## config.mk

```make
export PLATFORM = sky130hd
export DESIGN_NAME = instr_fetch_unit
export DESIGN_NICKNAME = d
export VERILOG_FILES = /design/src/rtl/fetch_pkg.sv /design/src/rtl/next_pc_sel.sv /design/src/rtl/instr_fetch_unit.sv
export SDC_FILE = /design/constraint.sdc
export NUM_CORES = 1
export LEC_CHECK = 0
export ABC_AREA = 1
export CAP_MARGIN = 25
export CORE_MARGIN = 2
export CORE_UTILIZATION = 45
export CTS_BUF_LIST = sky130_fd_sc_hd__clkbuf_8
export DETAILED_ROUTE_END_ITERATION = 7
export DONT_BUFFER_PORTS = 1
export HOLD_SLACK_MARGIN = 0.12
export PLACE_DENSITY = 0.71
export SYNTH_ARGS = -nofsm -noshare
export SYNTH_HDL_FRONTEND = slang
export SYNTH_SLANG_ARGS = --single-unit
export TNS_END_PERCENT = 1
```

## constraint.sdc

```tcl
create_clock -name clk -period 4.8 [get_ports clk]
set_input_delay 0.96 -clock clk [delete_from_list [all_inputs] [get_ports clk]]
set_output_delay 0.96 -clock clk [all_outputs]
set_load 0.02 [all_outputs]
```

## src/rtl/fetch_pkg.sv

```systemverilog
// Shared types and constants for the instruction fetch unit.
// Holds the fetch FSM state encoding, the NOP word and the reset PC.
package fetch_pkg;

  typedef enum logic [2:0] {
    S_IDLE,
    S_REQ,
    S_WAIT,
    S_VALID,
    S_FAULT
  } fetch_state_t;

  localparam logic [31:0] NOP_INSTR        = 32'h0000_0013;
  localparam logic [31:0] RESET_PC_DEFAULT = 32'h0000_0000;

  function automatic logic is_misaligned(
    input logic [31:0] addr
  );
    return addr[1:0] != 2'b00;
  endfunction

endpackage

```

## src/rtl/next_pc_sel.sv

```systemverilog
// Next-PC selection for the fetch unit: JALR > branch/JAL > PC+4.
// Ports: PC, PCsrc, reg_jump, ImmExt, ALUResult in; next_pc, misaligned out.
import fetch_pkg::*;

module next_pc_sel (
  input  logic [31:0] PC,
  input  logic        PCsrc,
  input  logic        reg_jump,
  input  logic [31:0] ImmExt,
  input  logic [31:0] ALUResult,
  output logic [31:0] next_pc,
  output logic        misaligned
);

  always_comb begin
    next_pc = PC + 32'd4;
    priority case (1'b1)
      reg_jump: next_pc = ALUResult & 32'hFFFF_FFFE;
      PCsrc:    next_pc = PC + ImmExt;
      default:  next_pc = PC + 32'd4;
    endcase
  end

  assign misaligned = is_misaligned(next_pc);

endmodule

```

## src/rtl/instr_fetch_unit.sv

```systemverilog
// Instruction fetch unit: owns PC, fetches from variable-latency imem,
// hands instructions to decode with valid/ready, follows branch/JALR.
// Ports: clk, rst (sync, active-high); imem_req/imem_addr/imem_valid/
// imem_rdata to memory; Instr/PC/PCPlus4/instr_valid/instr_ready to
// decode; PCsrc/reg_jump/ImmExt/ALUResult from control; fetch_fault.
import fetch_pkg::*;

module instr_fetch_unit #(
  parameter logic [31:0] RESET_PC = RESET_PC_DEFAULT,
  parameter int          TIMEOUT  = 64,
  parameter int          TO_W     = 7
) (
  input  logic        clk,
  input  logic        rst,
  output logic        imem_req,
  output logic [31:0] imem_addr,
  input  logic        imem_valid,
  input  logic [31:0] imem_rdata,
  output logic [31:0] Instr,
  output logic [31:0] PC,
  output logic [31:0] PCPlus4,
  output logic        instr_valid,
  input  logic        instr_ready,
  input  logic        PCsrc,
  input  logic        reg_jump,
  input  logic [31:0] ImmExt,
  input  logic [31:0] ALUResult,
  output logic        fetch_fault
);

  localparam logic [TO_W-1:0] TO_LAST = TO_W'(TIMEOUT - 1);

  fetch_state_t    state;
  logic [TO_W-1:0] to_cnt;
  logic [31:0]     next_pc;
  logic            misaligned;

  next_pc_sel u_next_pc_sel (
    .PC        (PC),
    .PCsrc     (PCsrc),
    .reg_jump  (reg_jump),
    .ImmExt    (ImmExt),
    .ALUResult (ALUResult),
    .next_pc   (next_pc),
    .misaligned(misaligned)
  );

  assign imem_addr = PC;
  assign PCPlus4   = PC + 32'd4;

  // imem_req is registered: it is raised on every edge that
  // enters S_REQ and dropped on the edge that leaves it.
  always_ff @(posedge clk) begin
    if (rst) begin
      state       <= S_IDLE;
      PC          <= RESET_PC;
      Instr       <= NOP_INSTR;
      instr_valid <= 1'b0;
      fetch_fault <= 1'b0;
      to_cnt      <= '0;
      imem_req    <= 1'b0;
    end else begin
      unique case (state)
        S_IDLE: begin
          state    <= S_REQ;
          imem_req <= 1'b1;
        end
        S_REQ: begin
          state    <= S_WAIT;
          imem_req <= 1'b0;
          to_cnt   <= '0;
        end
        S_WAIT: begin
          if (imem_valid) begin
            Instr       <= imem_rdata;
            instr_valid <= 1'b1;
            state       <= S_VALID;
          end else if (to_cnt == TO_LAST) begin
            fetch_fault <= 1'b1;
            state       <= S_FAULT;
          end else begin
            to_cnt <= to_cnt + 1'b1;
          end
        end
        S_VALID: begin
          // Control inputs are only meaningful in the handshake cycle.
          if (instr_ready) begin
            instr_valid <= 1'b0;
            PC          <= next_pc;
            if (misaligned) begin
              fetch_fault <= 1'b1;
              state       <= S_FAULT;
            end else begin
              state    <= S_REQ;
              imem_req <= 1'b1;
            end
          end
        end
        S_FAULT: begin
          imem_req    <= 1'b0;
          instr_valid <= 1'b0;
        end
        default: begin
          state    <= S_IDLE;
          imem_req <= 1'b0;
        end
      endcase
    end
  end

endmodule

```

# Word-level counts from Yosys, hierarchy flattened
# Cells that the tools add are included.
op_classes:
  bitwise_logic: 2
  addsub: 3
  eq_ne: 13
  mux: 21
  reduce_logical: 12
ops:
  columns: ["cell", "n"]
  rows:
  - ["$mux 32", 2]
  - ["$add 32x3->32 const B", 1]
  - ["$add 32x32->32", 1]
  - ["$pmux 3 s5", 1]
  - ["$mux 7", 2]
  - ["$ne 2x2->1 const B", 7]
  - ["$pmux 7 s2", 1]
  - ["$mux 3", 4]
  - ["$reduce_and 3->1", 4]
  - ["$mux 1", 8]
  - ["$add 7x1->7 const B", 1]
  - ["$eq 7x6->1 const B", 1]
  - ["$eq 3x2->1 const B", 2]
  - ["$pmux 1 s3", 2]
  - ["$reduce_bool 2->1", 3]
  - ["$reduce_and 5->1", 1]
  - ["$reduce_and 2->1", 2]
  - ["$eq 3x1->1 const B", 1]
  - ["$eq 3x3->1 const B", 1]
  - ["$logic_not 3->1", 1]
  - ["$ne 3x3->1 const B", 1]
  - ["$reduce_bool 3->1", 1]
  - ["$not 1->1", 2]
  - ["$pmux 1 s2", 1]
word_totals:
  word_cells: 58
  register_bits: 77

# Depth between registers and ports, before layout
logic_depth:
  depth_word: 7
  depth_mapped: 14

# Modules after synthesis
# A second synthesis with hierarchy kept.
unflattened:
  cells_unflattened: 1374
  hier_area_um2: 7748.7
by_module_without_submodules:
  columns: ["module", "area_per_inst_um2", "cells_per_inst", "instances"]
  rows:
  - ["instr_fetch_unit", 4001.3, 575, 1]
  - ["next_pc_sel", 3747.3, 799, 1]

# Worst setup path before layout
# No wires, ideal clock.
synth_path:
  path_kind: "register -> output"
  start: "register PC[2]"
  end: "output port PCPlus4[16]"
  stages_incl_launch_ff: 6
  t_arrival_ps: 1669
  path_buffers: 0
  path_slack_ps: 2171
  path_cell_list: "dfxtp_1 -> ha_1 -> nand2_4 -> nor2_4 -> nand3_4 -> xnor2_1"
synth_between:
  elab_chain_cells: 1
synth_lines:
  columns: ["element", "line_no", "rtl"]
  rows:
  - ["from (decl)", "instr_fetch_unit.sv:20", "output logic [31:0] PC,"]
  - ["from (signal assigned)", "instr_fetch_unit.sv:89", "PC <= next_pc;"]
  - ["$add 32x3->32", "instr_fetch_unit.sv:49", "assign PCPlus4 = PC + 32'd4;"]
  - ["to (decl)", "instr_fetch_unit.sv:21", "output logic [31:0] PCPlus4,"]
# No other way between the ends.

# Worst setup path after layout
layout_path:
  start: "register PC[2]"
  end: "output port PCPlus4[18]"
# Same word-level chain as after synthesis.

==> impl_metrics.tcl <==
set metrics [dict create \
    place_congestion 0.942 \
    use_met3_pct 6.41 \
    antenna_found_initial 0 \
    critPathKind "reg -> out" \
    grt_start_max_net_pins 45 \
    insertion_delay_ns 0.37 \
    critPathMaxStageDelay_ns 0.80 \
    ys_types 48 \
    cts_tree "built" \
    ys_seq_elements 77 \
    cts_resized 0 \
    worstPathCellList "ha_1 > nand2_4 > nor2_4 > nand3_4 > nor2_1 > xor2_1 > inv_1" \
    drt_wl_total_um 22000 \
    drt_iter0_drc 572 \
    powerDensity_nw_per_um2 324 \
    std_cell_rows 44 \
    syn_nets 1252 \
    relSlewSlack_pct 31.1 \
    worst_setup_path_start_kind "flip-flop" \
    final_common_cell "nand2_1" \
    synth_edf_count 0 \
    worstPathMaxFanout 9 \
    ir_drop_uv 232 \
    period_share_pct 72.5 \
    io_pins 233 \
    syn_to_final_growth_pct 1.06 \
    dieArea_um2 16200 \
    slew_viol_final 0 \
    die_width_um 127 \
    diodes 0 \
    layout-drive-gt1-share_pct 6.62 \
    final_core_util_pct 47.1 \
    p_int_uw 1180 \
    cp.arrival_ns 2.52 \
    vias_per_cell 5.50 \
    crit_buf_inv 1 \
    setup_violations 0 \
    root_buffer "clkbuf_8" \
    power_leakage_uw 0.00347 \
    grt.busiest_layer "met2" \
    fin_ws_ns 1.32 \
    yosysWarnings 0 \
    dp_hpwl_um 17100 \
    synth_top_cell_by_area "dfxtp_1" \
    dp_slack_ns 1.77 \
    synth_top_cell_area_share_pct 22.6 \
    rsz0062_at_grt "no" \
    path_delay_family "flip-flops" \
    hold_buffers 0 \
    num_vias 6912 \
    async_reset_ff_share_pct 0 \
    wl_per_cell_um 17.5 \
    clock.fmax_ghz 0.288 \
    slowest_stage "dfxtp_1" \
    combPwrFrac_pct 32.3 \
    synth.top_cells.by_area "dfxtp_1, nand2_1, inv_1, a21oi_1, nor2_1" \
    drc 0 \
    fin_crit_ns 3.48 \
    grt_overflow 0 \
    synth_cells 1116 \
    start_util_pct 46.6 \
    num-fill-cells 1581 \
    drtPass1Iterations 6 \
    grt_pass1_wl_um 34000 \
    hold_viol 0 \
    p_seq_share_pct 45.4 \
    grt_pass1_vias 6563 \
    finClkSkew_ns 0.0129 \
    seq_area_um2 1540 \
    postRouteAntennaNets 0 \
    status "completed" \
    port_buffers 0 \
    p_sw_uw 1050 \
    tightest_slew_ns 1.03 \
    clk_pin_slew_ns 0.10 \
    synth.yosys.seq_area_share_pct 22.6 \
    ys.flop_type "dfxtp_1" \
    cts_buffers 9 \
    final_cell_mix "nand2_1, inv_1, nor2_1" \
    cap_violations 0 \
    worstPathRequired_ns 3.84 \
    die_h_um 127 \
    fin_nets 1204 \
    synth.avg_cell_area_um2 6.11 \
    htree_levels 3 \
    grtUsageTotal_pct 26.7 \
    multiInputGateArea_um2 4290 \
    grt_use_met1_pct 34.4 \
    core-area_um2 14600 \
    clock_power_share_pct 22.2 \
    post_cts_buffers 0 \
    cts_sinks 77 \
    grt_use_met2_pct 44.6 \
    switching_share_pct 47.2 \
    clk_path_buf_depth 2 \
    endpoint_kind "output port" \
    worstHoldPathType "reg -> reg" \
    finalSetupTns_ns 0 \
    syn_area_um2 6820 \
]
[routing by layer]
metal	vias up	wire length [um]
met1	3132	9480
li1	3456	-
met5	-	0
met4	0	457
met2	287	10200
met3	37	1820
[stage by stage]
stage	cell area, um^2	power [uW]	hold slack, ns	std cells
2_1_floorplan	6820	1590	0.423	1116
3_3_place_gp	6680	1720	0.432	1240
3_5_place_dp	6700	1740	0.437	1241
4_1_cts	6890	2240	0.452	1257
5_1_grt	6890	2380	0.461	1257
6_report	6890	2230	0.446	1257
[synthesized netlist by cell type (2+ instances only)]
cell        n
nor3_4      2
nand3_4     2
a31oi_1     2
nor2_1    119
o21bai_1   10
nand3_1    67
dfxtp_1    77
ha_1       33
a21oi_2     4
nor3_2      7
xor2_1     18
nor2_2      8
inv_1     143
or2_2       3
buf_2       3
buf_4      38
nor2_4      7
o21ai_1     8
clkinv_1    2
nand2_4     2
nand4_1     6
inv_2       3
o21ai_0    79
nand2_2     4
o211ai_1    6
nor3_1     14
xnor2_1    10
nand3_2     2
nand2_1   290
nand3b_1    9
and2_1      2
clkbuf_8    2
a21oi_1    94
clkbuf_1   23
nor3b_1     4
[worst paths after layout]
path / startpoint / end / slack, ns / depth (start not counted)
worst max-delay path: PC[2]$_SDFFE_PP0P_ / PCPlus4[18] / 1.32 / 7
worst min-delay path: to_cnt[6]$_SDFFE_PP0P_ / to_cnt[6]$_SDFFE_PP0P_ / 0.45 / 2
worst max register to register: PC[0]$_SDFFE_PP0P_ / PC[28]$_SDFFE_PP0P_ / 1.89 / 13
worst min register to register: to_cnt[6]$_SDFFE_PP0P_ / to_cnt[6]$_SDFFE_PP0P_ / 0.45 / 2
[power groups by stage]
stage / combinational [uW] / sequential (uW) / clock (uW)
finish: 722 / 1010 / 496
global route: 818 / 1030 / 526
CTS: 714 / 1020 / 510
detailed placement: 710 / 1030 / 0
global placement: 694 / 1030 / 0
floorplan: 636 / 956 / 0
[kinds of logic after synthesis]
| kind of cell | share of synthesized area (%) |
|---|---|
| simple gates | 36.2 |
| buf+inv | 14.5 |
| compound gates | 16.5 |
| flops | 22.6 |
| fa+ha+maj | 6.35 |
| xor+xnor | 3.84 |
[layout make-up]
type	instances	area share, %
multi-input cells	823	62.2
inverters	148	8.06
repair buffers	9	1.27
clock inverters	7	0.926
well taps	184	3.34
clock buffers	9	1.80
flip-flops and latches	77	22.4
[flip-flops by register name, summed over array words and instances, names as in the netlist]
name and count:
Instr 32, PC 32, fetch_fault 1, imem_req 1, instr_valid 1, state 3, to_cnt 7
[worst reg2reg max path, stage by stage (launching register included)]
cell and delay [ns]:
dfxtp_1 0.77, ha_1 0.30, fa_1 0.22, nand2_1 0.09, a21oi_1 0.24, nand2_1 0.10, nand2_1 0.25, nand2_1 0.09
nand2_1 0.18, nand2_1 0.13, nand3_1 0.11, nand3_1 0.15, nand2_1 0.12, a21oi_2 0.05
No activity file was read; power rests on OpenSTA's default activity.
